### src/rtl/hssi_bw_mode_seq_pkg.sv
// Shared HSSI configuration types: bandwidth modes, sequencer states and error codes,
// plus helpers that map a bandwidth mode onto the raw lanes it occupies.
package hssi_bw_mode_seq_pkg;

    typedef enum logic [4:0] {
        BW_NONE  = 5'h00,
        BW_10G   = 5'h01,
        BW_4X10G = 5'h02,
        BW_40G   = 5'h04,
        BW_2X40G = 5'h08,
        BW_100G  = 5'h10
    } bw_mode_e;

    typedef enum logic [1:0] {
        ERR_OK          = 2'd0,
        ERR_UNSUPPORTED = 2'd1,
        ERR_TIMEOUT     = 2'd2
    } done_err_e;

    typedef enum logic [1:0] {
        ST_IDLE,
        ST_RST_HOLD,
        ST_WAIT_LOCK,
        ST_RESP
    } seq_state_e;

    // Non-one-hot codes map to an empty mask.
    function automatic logic [7:0] lane_mask(input logic [4:0] mode);
        logic [7:0] m;
        case (mode)
            BW_10G:                    m = 8'h01;
            BW_4X10G, BW_40G, BW_100G: m = 8'h0F;
            BW_2X40G:                  m = 8'hFF;
            default:                   m = 8'h00;
        endcase
        return m;
    endfunction

    function automatic int lane_count(input logic [4:0] mode);
        logic [7:0] m;
        int         n;
        m = lane_mask(mode);
        n = 0;
        for (int i = 0; i < 8; i++) begin
            n += int'(m[i]);
        end
        return n;
    endfunction

    function automatic logic is_onehot(input logic [4:0] mode);
        return (mode != 5'd0) && ((mode & (mode - 5'd1)) == 5'd0);
    endfunction

endpackage

### src/rtl/hssi_bw_mode_seq_timer.sv
// Loadable down-counter that parks at zero; expired is a plain decode of zero.
module hssi_seq_timer #(
    parameter int W = 4
) (
    input  logic         clk,
    input  logic         reset_n,
    input  logic         i_load,
    input  logic [W-1:0] i_load_val,
    output logic         o_expired
);

    logic [W-1:0] r_cnt;

    always_ff @(posedge clk or negedge reset_n) begin
        if (!reset_n) begin
            r_cnt <= '0;
        end else if (i_load) begin
            r_cnt <= i_load_val;
        end else if (r_cnt != '0) begin
            r_cnt <= r_cnt - W'(1);
        end
    end

    assign o_expired = (r_cnt == '0);

endmodule

### src/rtl/hssi_bw_mode_seq.sv
// HSSI bandwidth-mode change sequencer: validate, hold lanes in reset, wait for lock, report.
//   state        | meaning
//   ST_IDLE      | ready for a request; cur_mode/link_up reflect the committed mode
//   ST_RST_HOLD  | all lanes in reset, new mode on cfg_mode, hold timer running
//   ST_WAIT_LOCK | active lanes released, waiting for all of them to report ready
//   ST_RESP      | one-cycle done_valid with done_err
module hssi_bw_mode_seq
    import hssi_bw_mode_seq_pkg::*;
#(
    parameter int         NUM_LANES           = 4,
    parameter logic [4:0] BW_MODES            = 5'h1F,
    parameter int         RESET_HOLD_CYCLES   = 16,
    parameter int         LOCK_TIMEOUT_CYCLES = 1024
) (
    input  logic                 clk,
    input  logic                 reset_n,
    input  logic                 req_valid,
    input  logic [4:0]           req_mode,
    output logic                 req_ready,
    input  logic [NUM_LANES-1:0] lane_ready,
    output logic [NUM_LANES-1:0] lane_rst,
    output logic [4:0]           cfg_mode,
    output logic [4:0]           cur_mode,
    output logic                 link_up,
    output logic                 done_valid,
    output logic [1:0]           done_err
);

    localparam int TMR_MAX = (RESET_HOLD_CYCLES > LOCK_TIMEOUT_CYCLES) ?
                             RESET_HOLD_CYCLES : LOCK_TIMEOUT_CYCLES;
    localparam int TMR_W   = $clog2(TMR_MAX) + 1;
    // The timer reads zero in the last cycle of each phase, hence the minus one.
    localparam logic [TMR_W-1:0] HOLD_LOAD = TMR_W'(RESET_HOLD_CYCLES - 1);
    localparam logic [TMR_W-1:0] LOCK_LOAD = TMR_W'(LOCK_TIMEOUT_CYCLES - 1);

    function automatic logic [NUM_LANES-1:0] fit_mask(input logic [7:0] m);
        logic [NUM_LANES-1:0] r;
        r = '0;
        for (int i = 0; i < NUM_LANES; i++) begin
            if (i < 8) r[i] = m[i[2:0]];
        end
        return r;
    endfunction

    seq_state_e           r_state, w_state_nxt;
    logic [4:0]           r_mode, w_mode_nxt;
    logic [4:0]           r_cfg_mode, w_cfg_mode_nxt;
    logic [4:0]           r_cur_mode, w_cur_mode_nxt;
    logic [NUM_LANES-1:0] r_lane_rst, w_lane_rst_nxt;
    done_err_e            r_done_err, w_done_err_nxt;
    logic                 r_link_up;

    logic                 w_tmr_load;
    logic [TMR_W-1:0]     w_tmr_val;
    logic                 w_tmr_expired;
    logic                 w_unsupported;
    logic [NUM_LANES-1:0] w_act_mask;
    logic [NUM_LANES-1:0] w_cur_mask;

    assign w_act_mask    = fit_mask(lane_mask(r_mode));
    assign w_cur_mask    = fit_mask(lane_mask(r_cur_mode));
    assign w_unsupported = !is_onehot(req_mode)
                         || ((req_mode & BW_MODES) == 5'd0)
                         || (lane_count(req_mode) > NUM_LANES);

    hssi_seq_timer #(.W(TMR_W)) u_timer (
        .clk       (clk),
        .reset_n   (reset_n),
        .i_load    (w_tmr_load),
        .i_load_val(w_tmr_val),
        .o_expired (w_tmr_expired)
    );

    always_ff @(posedge clk or negedge reset_n) begin
        if (!reset_n) begin
            r_state    <= ST_IDLE;
            r_mode     <= 5'd0;
            r_cfg_mode <= 5'd0;
            r_cur_mode <= 5'd0;
            r_lane_rst <= '1;
            r_done_err <= ERR_OK;
            r_link_up  <= 1'b0;
        end else begin
            r_state    <= w_state_nxt;
            r_mode     <= w_mode_nxt;
            r_cfg_mode <= w_cfg_mode_nxt;
            r_cur_mode <= w_cur_mode_nxt;
            r_lane_rst <= w_lane_rst_nxt;
            r_done_err <= w_done_err_nxt;
            r_link_up  <= (r_cur_mode != 5'd0) && ((lane_ready & w_cur_mask) == w_cur_mask);
        end
    end

    always_comb begin
        w_state_nxt    = r_state;
        w_mode_nxt     = r_mode;
        w_cfg_mode_nxt = r_cfg_mode;
        w_cur_mode_nxt = r_cur_mode;
        w_lane_rst_nxt = r_lane_rst;
        w_done_err_nxt = r_done_err;
        w_tmr_load     = 1'b0;
        w_tmr_val      = HOLD_LOAD;

        case (r_state)
            ST_IDLE: begin
                if (req_valid) begin
                    if (w_unsupported) begin
                        w_state_nxt    = ST_RESP;
                        w_done_err_nxt = ERR_UNSUPPORTED;
                    end else if ((req_mode == r_cur_mode) && r_link_up) begin
                        w_state_nxt    = ST_RESP;
                        w_done_err_nxt = ERR_OK;
                    end else begin
                        w_state_nxt    = ST_RST_HOLD;
                        w_mode_nxt     = req_mode;
                        w_cfg_mode_nxt = req_mode;
                        w_lane_rst_nxt = '1;
                        w_cur_mode_nxt = 5'd0;
                        w_tmr_load     = 1'b1;
                        w_tmr_val      = HOLD_LOAD;
                    end
                end
            end
            ST_RST_HOLD: begin
                if (w_tmr_expired) begin
                    w_state_nxt    = ST_WAIT_LOCK;
                    w_lane_rst_nxt = ~w_act_mask;
                    w_tmr_load     = 1'b1;
                    w_tmr_val      = LOCK_LOAD;
                end
            end
            ST_WAIT_LOCK: begin
                // Lock is tested first so it wins over a same-cycle timeout.
                if ((lane_ready & w_act_mask) == w_act_mask) begin
                    w_state_nxt    = ST_RESP;
                    w_done_err_nxt = ERR_OK;
                    w_cur_mode_nxt = r_mode;
                end else if (w_tmr_expired) begin
                    w_state_nxt    = ST_RESP;
                    w_done_err_nxt = ERR_TIMEOUT;
                    w_lane_rst_nxt = '1;
                end
            end
            ST_RESP: begin
                w_state_nxt = ST_IDLE;
            end
            default: begin
                w_state_nxt = ST_IDLE;
            end
        endcase
    end

    assign req_ready  = (r_state == ST_IDLE);
    assign done_valid = (r_state == ST_RESP);
    assign done_err   = r_done_err;
    assign lane_rst   = r_lane_rst;
    assign cfg_mode   = r_cfg_mode;
    assign cur_mode   = r_cur_mode;
    assign link_up    = r_link_up;

endmodule

### config.mk
export PLATFORM = sky130hd
export DESIGN_NAME = hssi_bw_mode_seq
export DESIGN_NICKNAME = d
export VERILOG_FILES = /design/src/rtl/hssi_bw_mode_seq_pkg.sv /design/src/rtl/hssi_bw_mode_seq_timer.sv /design/src/rtl/hssi_bw_mode_seq.sv
export SDC_FILE = /design/constraint.sdc
export NUM_CORES = 1
export LEC_CHECK = 0
export CAP_MARGIN = 5
export CORE_MARGIN = 4
export CORE_UTILIZATION = 31
export DETAILED_ROUTE_END_ITERATION = 8
export PLACE_DENSITY_LB_ADDON = 0.08
export SLEW_MARGIN = 20
export SYNTH_ARGS = -nofsm -noshare
export SYNTH_HDL_FRONTEND = slang
export SYNTH_SLANG_ARGS = --single-unit
export TNS_END_PERCENT = 1
### constraint.sdc
create_clock -name clk -period 2.94 [get_ports clk]
set_input_delay 0.588 -clock clk [delete_from_list [all_inputs] [get_ports clk]]
set_output_delay 0.588 -clock clk [all_outputs]
set_load 0.03 [all_outputs]
# Word-level counts from Yosys, hierarchy flattened
# Index checks and enable logic that the tools add are counted.
classes:
  reduce_logical: 24
  eq_ne: 30
  bitwise: 6
  addsub: 9
  order_cmp: 1
  n_mux: 36
ops:
  columns: ["op", "n"]
  rows:
  - ["4-bit case mux with 3 select lines", 3]
  - ["4-bit two-way mux", 6]
  - ["8-bit case mux with 3 select lines", 1]
  - ["11-bit two-way mux", 2]
  - ["10-bit two-way mux", 2]
  - ["2-bit two-way mux", 10]
  - ["5-bit two-way mux", 4]
  - ["5-bit by 1-bit == test with 1-bit output (second input constant)", 3]
  - ["5-bit by 2-bit == test with 1-bit output (second input constant)", 3]
  - ["5-bit by 3-bit == test with 1-bit output (second input constant)", 3]
  - ["5-bit by 4-bit == test with 1-bit output (second input constant)", 3]
  - ["5-bit == test (second input constant)", 3]
  - ["11-bit zero test", 1]
  - ["11-bit nonzero test", 1]
  - ["11-bit by 1-bit subtractor with 11-bit output (second input constant)", 1]
  - ["5-bit zero test", 2]
  - ["2-bit inequality test (second input constant)", 5]
  - ["5-bit case mux with 2 select lines", 1]
  - ["5-bit nonzero test", 2]
  - ["3-bit OR reduction", 3]
  - ["7-bit by 1-bit adder with 8-bit output", 1]
  - ["4-bit AND", 2]
  - ["4-bit == test", 2]
  - ["8-bit by 3-bit > comparator with 1-bit output (second input constant)", 1]
  - ["other kinds (30)", 41]
totals:
  output_inout_bits: 19
  input_bits: 12
  regBits: 30
  wordCells: 113

# Logic depth before layout (Yosys ltp)
# Gate-level depths: netlist of the first run.
logic_depth:
  depth_word: 16
  depth_mapped: 9
  mapped_depth_nobuf: 8

# Hierarchy
# From an unflattened synthesis of the first run, not the netlist that was laid out.
hier_totals:
  cells_unflattened: 179
  area_unflattened_um2: 1828.0
by_module_without_submodules:
  columns: ["mod", "cells_per_inst", "instances", "area_per_inst_um2", "seq_area_each_um2"]
  rows:
  - ["hssi_bw_mode_seq", 111, 1, 1153.6, 427.9]
  - ["hssi_seq_timer", 68, 1, 674.4, 275.3]

# Least setup slack after synthesis of the first run
# Ideal clock, no wire load.
synth_timing:
  path_kind: "reg-to-reg"
  start: "register r_state[0]"
  end: "register r_done_err[1] (netlist: done_err[1])"
  path_slack_ps: 886
  path_stages_with_launch: 9
  synth_period_minus_slack_ps: 2054
  arrival_ps: 1928
  path_cell_list: "dfrtp_1 inv_1 ha_1 clkbuf_1 nor2b_1 o21ai_0 o21ai_0 nor2_1 o2bb2a_1"
synth_via:
  elab_chain_len: 3
  elab_cells_between_ends: 8
  classes_between: "eq/ne (4); mux (1); reduce/logical (3)"
synth_lines:
  columns: ["item", "line_no", "text"]
  rows:
  - ["start, declared", "hssi_bw_mode_seq.sv:45", "seq_state_e r_state, w_state_nxt;"]
  - ["start signal, assigned", "hssi_bw_mode_seq.sv:84", "r_state <= w_state_nxt;"]
  - ["2-bit zero test (*)", null, null]
  - ["named net req_ready", "hssi_bw_mode_seq.sv:19", "output logic req_ready,"]
  - ["3-bit by 1-bit inequality test with 1-bit output (no source line), or another cell as far along", null, null]
  - ["4-bit AND reduction (no source line)", null, null]
  - ["end signal, assigned", "hssi_bw_mode_seq.sv:89", "r_done_err <= w_done_err_nxt;"]
  - ["end, declared", "hssi_bw_mode_seq.sv:50", "done_err_e r_done_err, w_done_err_nxt;"]
# The timed path passes the listed nets; every way through them passes the cells marked *.
# A chain may end at the register's enable or synchronous reset.

# Worst setup path after layout of the first run
layout_timing:
  start: "input req_mode[4]"
  end: "register u_timer.r_cnt[5]"
layout_via:
  elab_chain_len: 16
  elab_cells_between_ends: 32
  classes_between: "add/sub (8); order compare (1); eq/ne (6); mux (6); bitwise (1); reduce/logical (10)"
layout_lines:
  columns: ["item", "line_no", "text"]
  rows:
  - ["start, declared", "hssi_bw_mode_seq.sv:18", "input logic [4:0] req_mode,"]
  - ["5-bit by 2-bit == test with 1-bit output, or another cell as far along", "hssi_bw_mode_seq_pkg.sv:30", "case (mode)"]
  - ["3-bit OR reduction", "hssi_bw_mode_seq_pkg.sv:30", null]
  - ["8-bit case mux with 3 select lines", "hssi_bw_mode_seq_pkg.sv:30", null]
  - ["1-bit by 1-bit adder with 2-bit output", "hssi_bw_mode_seq_pkg.sv:45", "n += int'(m[i]);"]
  - ["2-bit by 1-bit adder with 3-bit output", "hssi_bw_mode_seq_pkg.sv:45", null]
  - ["3-bit by 1-bit adder with 4-bit output", "hssi_bw_mode_seq_pkg.sv:45", null]
  - ["4-bit by 1-bit adder with 5-bit output", "hssi_bw_mode_seq_pkg.sv:45", null]
  - ["5-bit by 1-bit adder with 6-bit output", "hssi_bw_mode_seq_pkg.sv:45", null]
  - ["6-bit by 1-bit adder with 7-bit output", "hssi_bw_mode_seq_pkg.sv:45", null]
  - ["7-bit by 1-bit adder with 8-bit output", "hssi_bw_mode_seq_pkg.sv:45", null]
  - ["8-bit by 3-bit > comparator with 1-bit output", "hssi_bw_mode_seq.sv:64", "|| (lane_count(req_mode) > NUM_LANES);"]
  - ["1-bit logical OR", "hssi_bw_mode_seq.sv:64", null]
  - ["1-bit two-way mux (*)", "hssi_bw_mode_seq.sv:107", "if (w_unsupported) begin"]
  - ["1-bit two-way mux (*)", "hssi_bw_mode_seq.sv:106", "if (req_valid) begin"]
  - ["1-bit case mux with 2 select lines (*)", "hssi_bw_mode_seq.sv:104", "case (r_state)"]
  - ["11-bit two-way mux or 2-bit nonzero test (tied branches)", null, null]
  - ["end signal, assigned", "hssi_bw_mode_seq_timer.sv:18", "r_cnt <= i_load_val;"]
  - ["end signal, assigned", "hssi_bw_mode_seq_timer.sv:20", "r_cnt <= r_cnt - W'(1);"]
  - ["end, declared", "hssi_bw_mode_seq_timer.sv:12", "logic [W-1:0] r_cnt;"]
# Mark *: on every way between the ends. The rest lies on a longest branch, timed or not.

==> results.toml, run 1 <==
[global_route]
grt_overflow_total = 0
grt_pass1_wl_mm = 7.617
grt_start_max_net_pins = 29
antenna_found_initial = 0
first_global_vias = 1548
grt_usage_pct = 13.16

[timing]
post-route-period-util_pct = 85.85
period_needed_ns = 2.524
fin_skew_ns = 0.004460
setup_viol = 0
rsz0062_at_grt = "false"
setup_tns_ns = 0
tightest_slew_ns = 0.5666
hold_violations = 0
slew_viol_final = 0
setup_ws_ns = 0.4160
max_freq_ghz = 0.3962
maxSlewHeadroom_pct = 62.09

[cells_and_area]
nNetsFinal = 233
final_cell_area_um2 = 2180
final_cell_mix = "clkdlybuf4s50_1, dfrtp_1, nor2_1, inv_1, o21ai_0"
final_common_cell = "clkdlybuf4s50_1"
drive_gt1_share_pct = 12.15
antenna_cells = 0
fin_util_pct = 39.58
seq_area_um2 = 703.2
multi_input_area_um2 = 962.2
fillCellCount = 560
area_delta_synth_final_pct = 23.46

[critical_path]
ff2ff_setup_slack_ns = 0.64
cpMaxStageDelayCell = "clkdlybuf4s50_1"
r2r_cells = 8
critical_path_peak_fanout = 11
crit_path_max_incr_delay_ns = 0.50
worstPathCellList = "clkdlybuf4s50_1 > nand2b_1 > a211oi_2 > o21bai_2 > nor4b_4 > buf_4 > o31ai_1"
required_ns = 3.07
end_kind = "flop"
crit_type = "in2reg"
startpoint_type = "primary input"
reg2reg_from = "u_timer.r_cnt[0]"
reg2reg_to = "lane_rst[2]"
critPathArrivalTime_ns = 2.66

[clock_tree]
cts_tree = "built"
cts_buffer_depth = 2
cts_max_level = 1
numCtsBuffers = 3
cts-root-buf = "clkbuf_8"
cts_resized = 0
clk_latency_ns = 0.27
clkSinkCount = 28
post_cts_buffers = 0
holdBufCountCts = 0
clkSlewWorstSetupHoldPaths_ns = 0.09

[detailed_routing]
first_iter_violations = 50
vias = 1467
firstDrtPassIters = 4
routed_wirelength_mm = 4.422
wl_per_cell_um = 15.46
via_per_inst = 5.129
route.detailed.drc = 0
postRouteAntennaNets = 0

[pwr]
powerDensity_nw_per_um2 = 989.6
ir_drop_mv = 0.4185
p_leak_nw = 0.8787

[floorplanning]
row_count = 27
die_h_um = 83.47
coreArea_um2 = 5507
io_pins = 31
fp.dieArea_um2 = 6966
die_x_um = 83.47
initial_core_util_pct = 32.06

[placement]
placedInstanceArea_um2 = 2138
dp_hpwl_mm = 3.327
dp_slack_ns = 0.1265
port-buffer-count = 30
gp_congestion = 0.8285

[yosys]
ys_ff_latch = 28
ys_seq_area_share_pct = 39.83
ys_warn_count = 0
syn_avg_cell_area_um2 = 9.492
synthCells = 186
synth_fp_nets = 203
syn_area_um2 = 1765
synth_flop_cell = "dfrtp_1"
synth_edf_count = 0
synth_cell_type_count = 53
async_flop_share_pct = 100.0

[min_path]
hold_class = "reg2reg"
whs_path_depth = 2
hold_end = "u_timer.r_cnt[10]"
hold_start = "u_timer.r_cnt[10]"

[run_status]
status = "complete, no violations"

[run]
drv_cap = 0
cell usage after synthesis (6+ instances only):
cell type | count | area share, %
dfrtp_1 | 26 | 37
o21ai_0 | 10 | 2.8
xor2_1 | 6 | 3.0
xnor2_1 | 7 | 3.5
inv_1 | 14 | 3.0
nor2b_1 | 6 | 2.1
nor2_1 | 18 | 3.8
nand2_1 | 9 | 1.9
cells by family after synthesis:
| group | count (synthesis) | share of synthesized area, % |
|---|---|---|
| AOI/OAI and AO/OA | 46 | 19.21 |
| xor gates and xnor gates | 13 | 6.449 |
| adders and majority gates | 6 | 4.111 |
| buffers and inverters | 23 | 5.669 |
| DFF | 28 | 39.83 |
| muxes | 4 | 2.551 |
| and+or+nand+nor | 66 | 22.18 |
sequential cells by signal, indices dropped and copies added, names as in the netlist:
| register | flops |
|---|---|
| cfg_mode | 5 |
| cur_mode | 5 |
| done_err | 2 |
| lane_rst | 2 |
| link_up | 1 |
| r_state | 2 |
| u_timer.r_cnt | 11 |
area by class of cell:
type | instances | share of cell area (%)
repair buffers | 34 | 15.16
well taps | 72 | 4.133
flip-flops and latches | 28 | 32.26
multi-input cells | 135 | 44.14
clock buffers | 3 | 1.894
inverters | 14 | 2.411
worst max path at each step:
stage,startpoint,to,slack (ns),cells past startpoint
finish,req_mode[4],u_timer.r_cnt[5],0.42,7
global route,req_mode[4],u_timer.r_cnt[5],0.28,7
CTS,req_mode[4],u_timer.r_cnt[5],0.42,7
detailed placement,req_mode[4],u_timer.r_cnt[5],0.13,7
global placement,req_mode[4],u_timer.r_cnt[7],0.22,7
floorplan,r_state[0],done_err[1],0.89,8
layer usage:
metal / track usage (%) / wire, µm / share of wire [%]
met1: 18.97 / 2213 / 50
met2: 21.14 / 2069 / 47
met3: 1.481 / 109 / 2.5
met4: 3.070 / 29 / 0.66
met5: 0 / 0 / 0
worst max-delay path: cells and delay by family:
family | cells | cell delay (ns)
compound gates | 3 | 0.60
buf+inv | 2 | 0.78
simple gates | 2 | 0.69
power by group:
| group | total [mW] | switching, mW | internal, mW |
|---|---|---|---|
| Clock | 0.207 | 0.115 | 0.0919 |
| Sequential | 0.773 | 0.217 | 0.556 |
| Combinational | 1.18 | 0.651 | 0.526 |
| Total | 2.16 | 0.983 | 1.17 |
metrics by stage:
step | hold slack (ns) | instances | power, mW
finish | 0.5137 | 286 | 2.157
global route | 0.5388 | 286 | 2.343
global placement | 0.4984 | 283 | 1.937
CTS | 0.5180 | 286 | 2.184
detailed placement | 0.5027 | 283 | 1.961
floorplan | 0.2924 | 186 | 1.583
No activity file was read; power rests on OpenSTA's default activity.
==> run 2: changes to the inputs <==
--- a/config.mk
+++ b/config.mk
@@ -5,7 +5,7 @@
 export SDC_FILE = /design/constraint.sdc
 export NUM_CORES = 1
 export LEC_CHECK = 0
-export CAP_MARGIN = 5
+export ABC_AREA = 1
 export CORE_MARGIN = 4
 export CORE_UTILIZATION = 31
 export DETAILED_ROUTE_END_ITERATION = 8
==> results.toml, run 2 <==
[clock_tree]
cts_buffer_depth = 2
clk_latency_ns = 0.28
cts_max_level = 1
holdBufCountCts = 0
cts_tree = "built"
clkSinkCount = 28
post_cts_buffers = 0
cts-root-buf = "clkbuf_8"
clkSlewWorstSetupHoldPaths_ns = 0.10
numCtsBuffers = 3
cts_resized = 0

[detailed_routing]
via_per_inst = 4.505
routed_wirelength_mm = 4.540
route.detailed.drc = 0
first_iter_violations = 34
wl_per_cell_um = 12.47
vias = 1640
routed.top_layer = "met4"
firstDrtPassIters = 4
wl_met1_mm = 2.060
wl_met2_mm = 2.270
postRouteAntennaNets = 0
routed-wl-met3_um = 142

[yosys]
yosys.area.top_type = "dfrtp_1"
netlist_top_cells_count = "nand2_1, inv_1, dfrtp_1, nor2_1, nand3_1"
synth_top_area_share_pct = 34.74
synth_flop_cell = "dfrtp_1"
ys_warn_count = 0
synth_cell_type_count = 31
ys_ff_latch = 28
syn_area_um2 = 1873
async_flop_share_pct = 100.0
syn_avg_cell_area_um2 = 7.204
synth_fp_nets = 277
synth.area.top_cells = "dfrtp_1, nand2_1, inv_1"
ys_seq_area_share_pct = 37.54
synth_edf_count = 0
synthCells = 260
yosysMostFrequentCell = "nand2_1"

[cells_and_area]
final_common_cell = "nand2_1"
area_delta_synth_final_pct = 21.84
antenna_cells = 0
regMostFlops = "u_timer.r_cnt"
final_cell_area_um2 = 2282
final_cell_mix = "nand2_1, inv_1, clkdlybuf4s50_1, dfrtp_1, nor2_1"
drive_gt1_share_pct = 12.46
nNetsFinal = 308
fin_util_pct = 38.78
fillCellCount = 651
fin_cells = 364
largest_reg_flops = 11

[floorplanning]
row_count = 28
fp.dieArea_um2 = 7350
die_x_um = 85.73
die_h_um = 85.73
io_pins = 31
coreArea_um2 = 5886
initial_core_util_pct = 31.82

[critical_path]
reg2reg_from = "r_state[0]"
cpMaxStageDelayCell = "clkdlybuf4s50_1"
startpoint_type = "flop"
critical_path_peak_fanout = 7
crit_type = "reg2out"
worstPathCellList = "inv_1 > ha_1 > clkdlybuf4s50_1"
crit_start = "r_state[1]"
end_kind = "primary output"
required_ns = 2.35
critPathArrivalTime_ns = 1.82
crit_path_max_incr_delay_ns = 0.72

[global_route]
grt_overflow_total = 0
grt_pass1_wl_mm = 7.976
grt_usage_pct = 13.46
antenna_found_initial = 0
first_global_vias = 1700
grt_start_max_net_pins = 29

[pwr]
p_leak_nw = 1.123
powerDensity_nw_per_um2 = 996.5
intPower_mw = 1.160
p_comb_share_pct = 59.4
p_sw_share_pct = 49.00
ir_drop_mv = 0.4164
power_frac_clock_pct = 9.5
p_seq_share_pct = 31.1
power_switching_mw = 1.114

[timing]
period_needed_ns = 2.412
setup_viol = 0
post-route-period-util_pct = 82.05
hold_violations = 0
setup_tns_ns = 0
slew_viol_final = 0
maxSlewHeadroom_pct = 70.30
fin_skew_ns = 0.009416
rsz0062_at_grt = "false"
max_freq_ghz = 0.4146
tightest_slew_ns = 0.4455
hold_ws_ns = 0.4746

[placement]
dp_hpwl_mm = 3.613
placedInstanceArea_um2 = 2241
gp_congestion = 0.7779
placed_cells = 361
port-buffer-count = 30

[min_path]
hold_start = "lane_rst[0]"
hold_class = "reg2reg"

[run]
drv_cap = 0

[run_status]
status = "complete, no violations"
==> run 2: cell count changes in the layout (fill, tap and decap cells not counted), moves of 5 or more <==
cell / previous run / this run
inv_1: 14 / 36
xnor2_1: 7 / 0
nor2_2: 0 / 5
nor2b_1: 6 / 0
nand2_1: 9 / 82
nand2b_1: 5 / 0
o21ai_1: 1 / 11
nand3_1: 1 / 13
==> run 2: worst paths after layout <==
check                                    to  slack (ns)  depth (start not counted)
max in group asynchronous       lane_rst[0]        1.93                          2
worst min register to register  lane_rst[0]        0.47                          2
worst max register to register  cur_mode[0]        1.06                          9
worst min-delay path            lane_rst[0]        0.47                          2
worst max-delay path              req_ready        0.53                          3
min in group asynchronous       cfg_mode[3]        0.69                          2
==> run 2: worst max-delay path: cells and delay by family, from the launching register on <==
family	cells	cell delay, ns
buffers and inverters	2	0.82
flip-flops	1	0.43
adder cells (fa/ha/maj)	1	0.30
==> run 2: area by class of cell <==
class / count / area (µm²) / share of cell area [%]
clock buffers: 3 / 41.29 / 1.809
well taps: 75 / 93.84 / 4.112
inverters: 41 / 155.1 / 6.798
repair buffers: 31 / 307.8 / 13.49
flip-flops and latches: 28 / 703.2 / 30.81
multi-input cells: 186 / 980.9 / 42.98
==> run 2: power by group through the flow <==
stage	registers [mW]	clock network (mW)	logic [mW]
2_1_floorplan	0.822	0	0.863
3_3_place_gp	0.724	0	1.38
3_5_place_dp	0.720	0	1.37
4_1_cts	0.714	0.228	1.38
5_1_grt	0.737	0.240	1.54
6_report	0.707	0.217	1.35
==> run 2: routing by layer <==
metal | track usage, % | up-vias
li1 | - | 869
met1 | 16.22 | 741
met2 | 24.15 | 24
met3 | 2.882 | 6
met4 | 3.597 | 0
met5 | 0 | -
==> run 2: through the flow <==
step                      power, mW  worst slack, ns
after floorplan               1.684            1.119
after global placement        2.101           0.6360
after detailed placement      2.091           0.6119
after CTS                     2.320           0.5186
after global routing          2.514           0.4237
final                         2.274           0.5279
==> run 2: cell families after synthesis <==
group | after synthesis | synth area share (%)
XOR/XNOR | 4 | 1.870
buffers and inverters | 46 | 10.09
AO/OA/AOI/OAI | 29 | 9.285
AND/OR/NAND/NOR | 148 | 37.88
adder cells (fa/ha/maj) | 5 | 3.340
flip-flops | 28 | 37.54
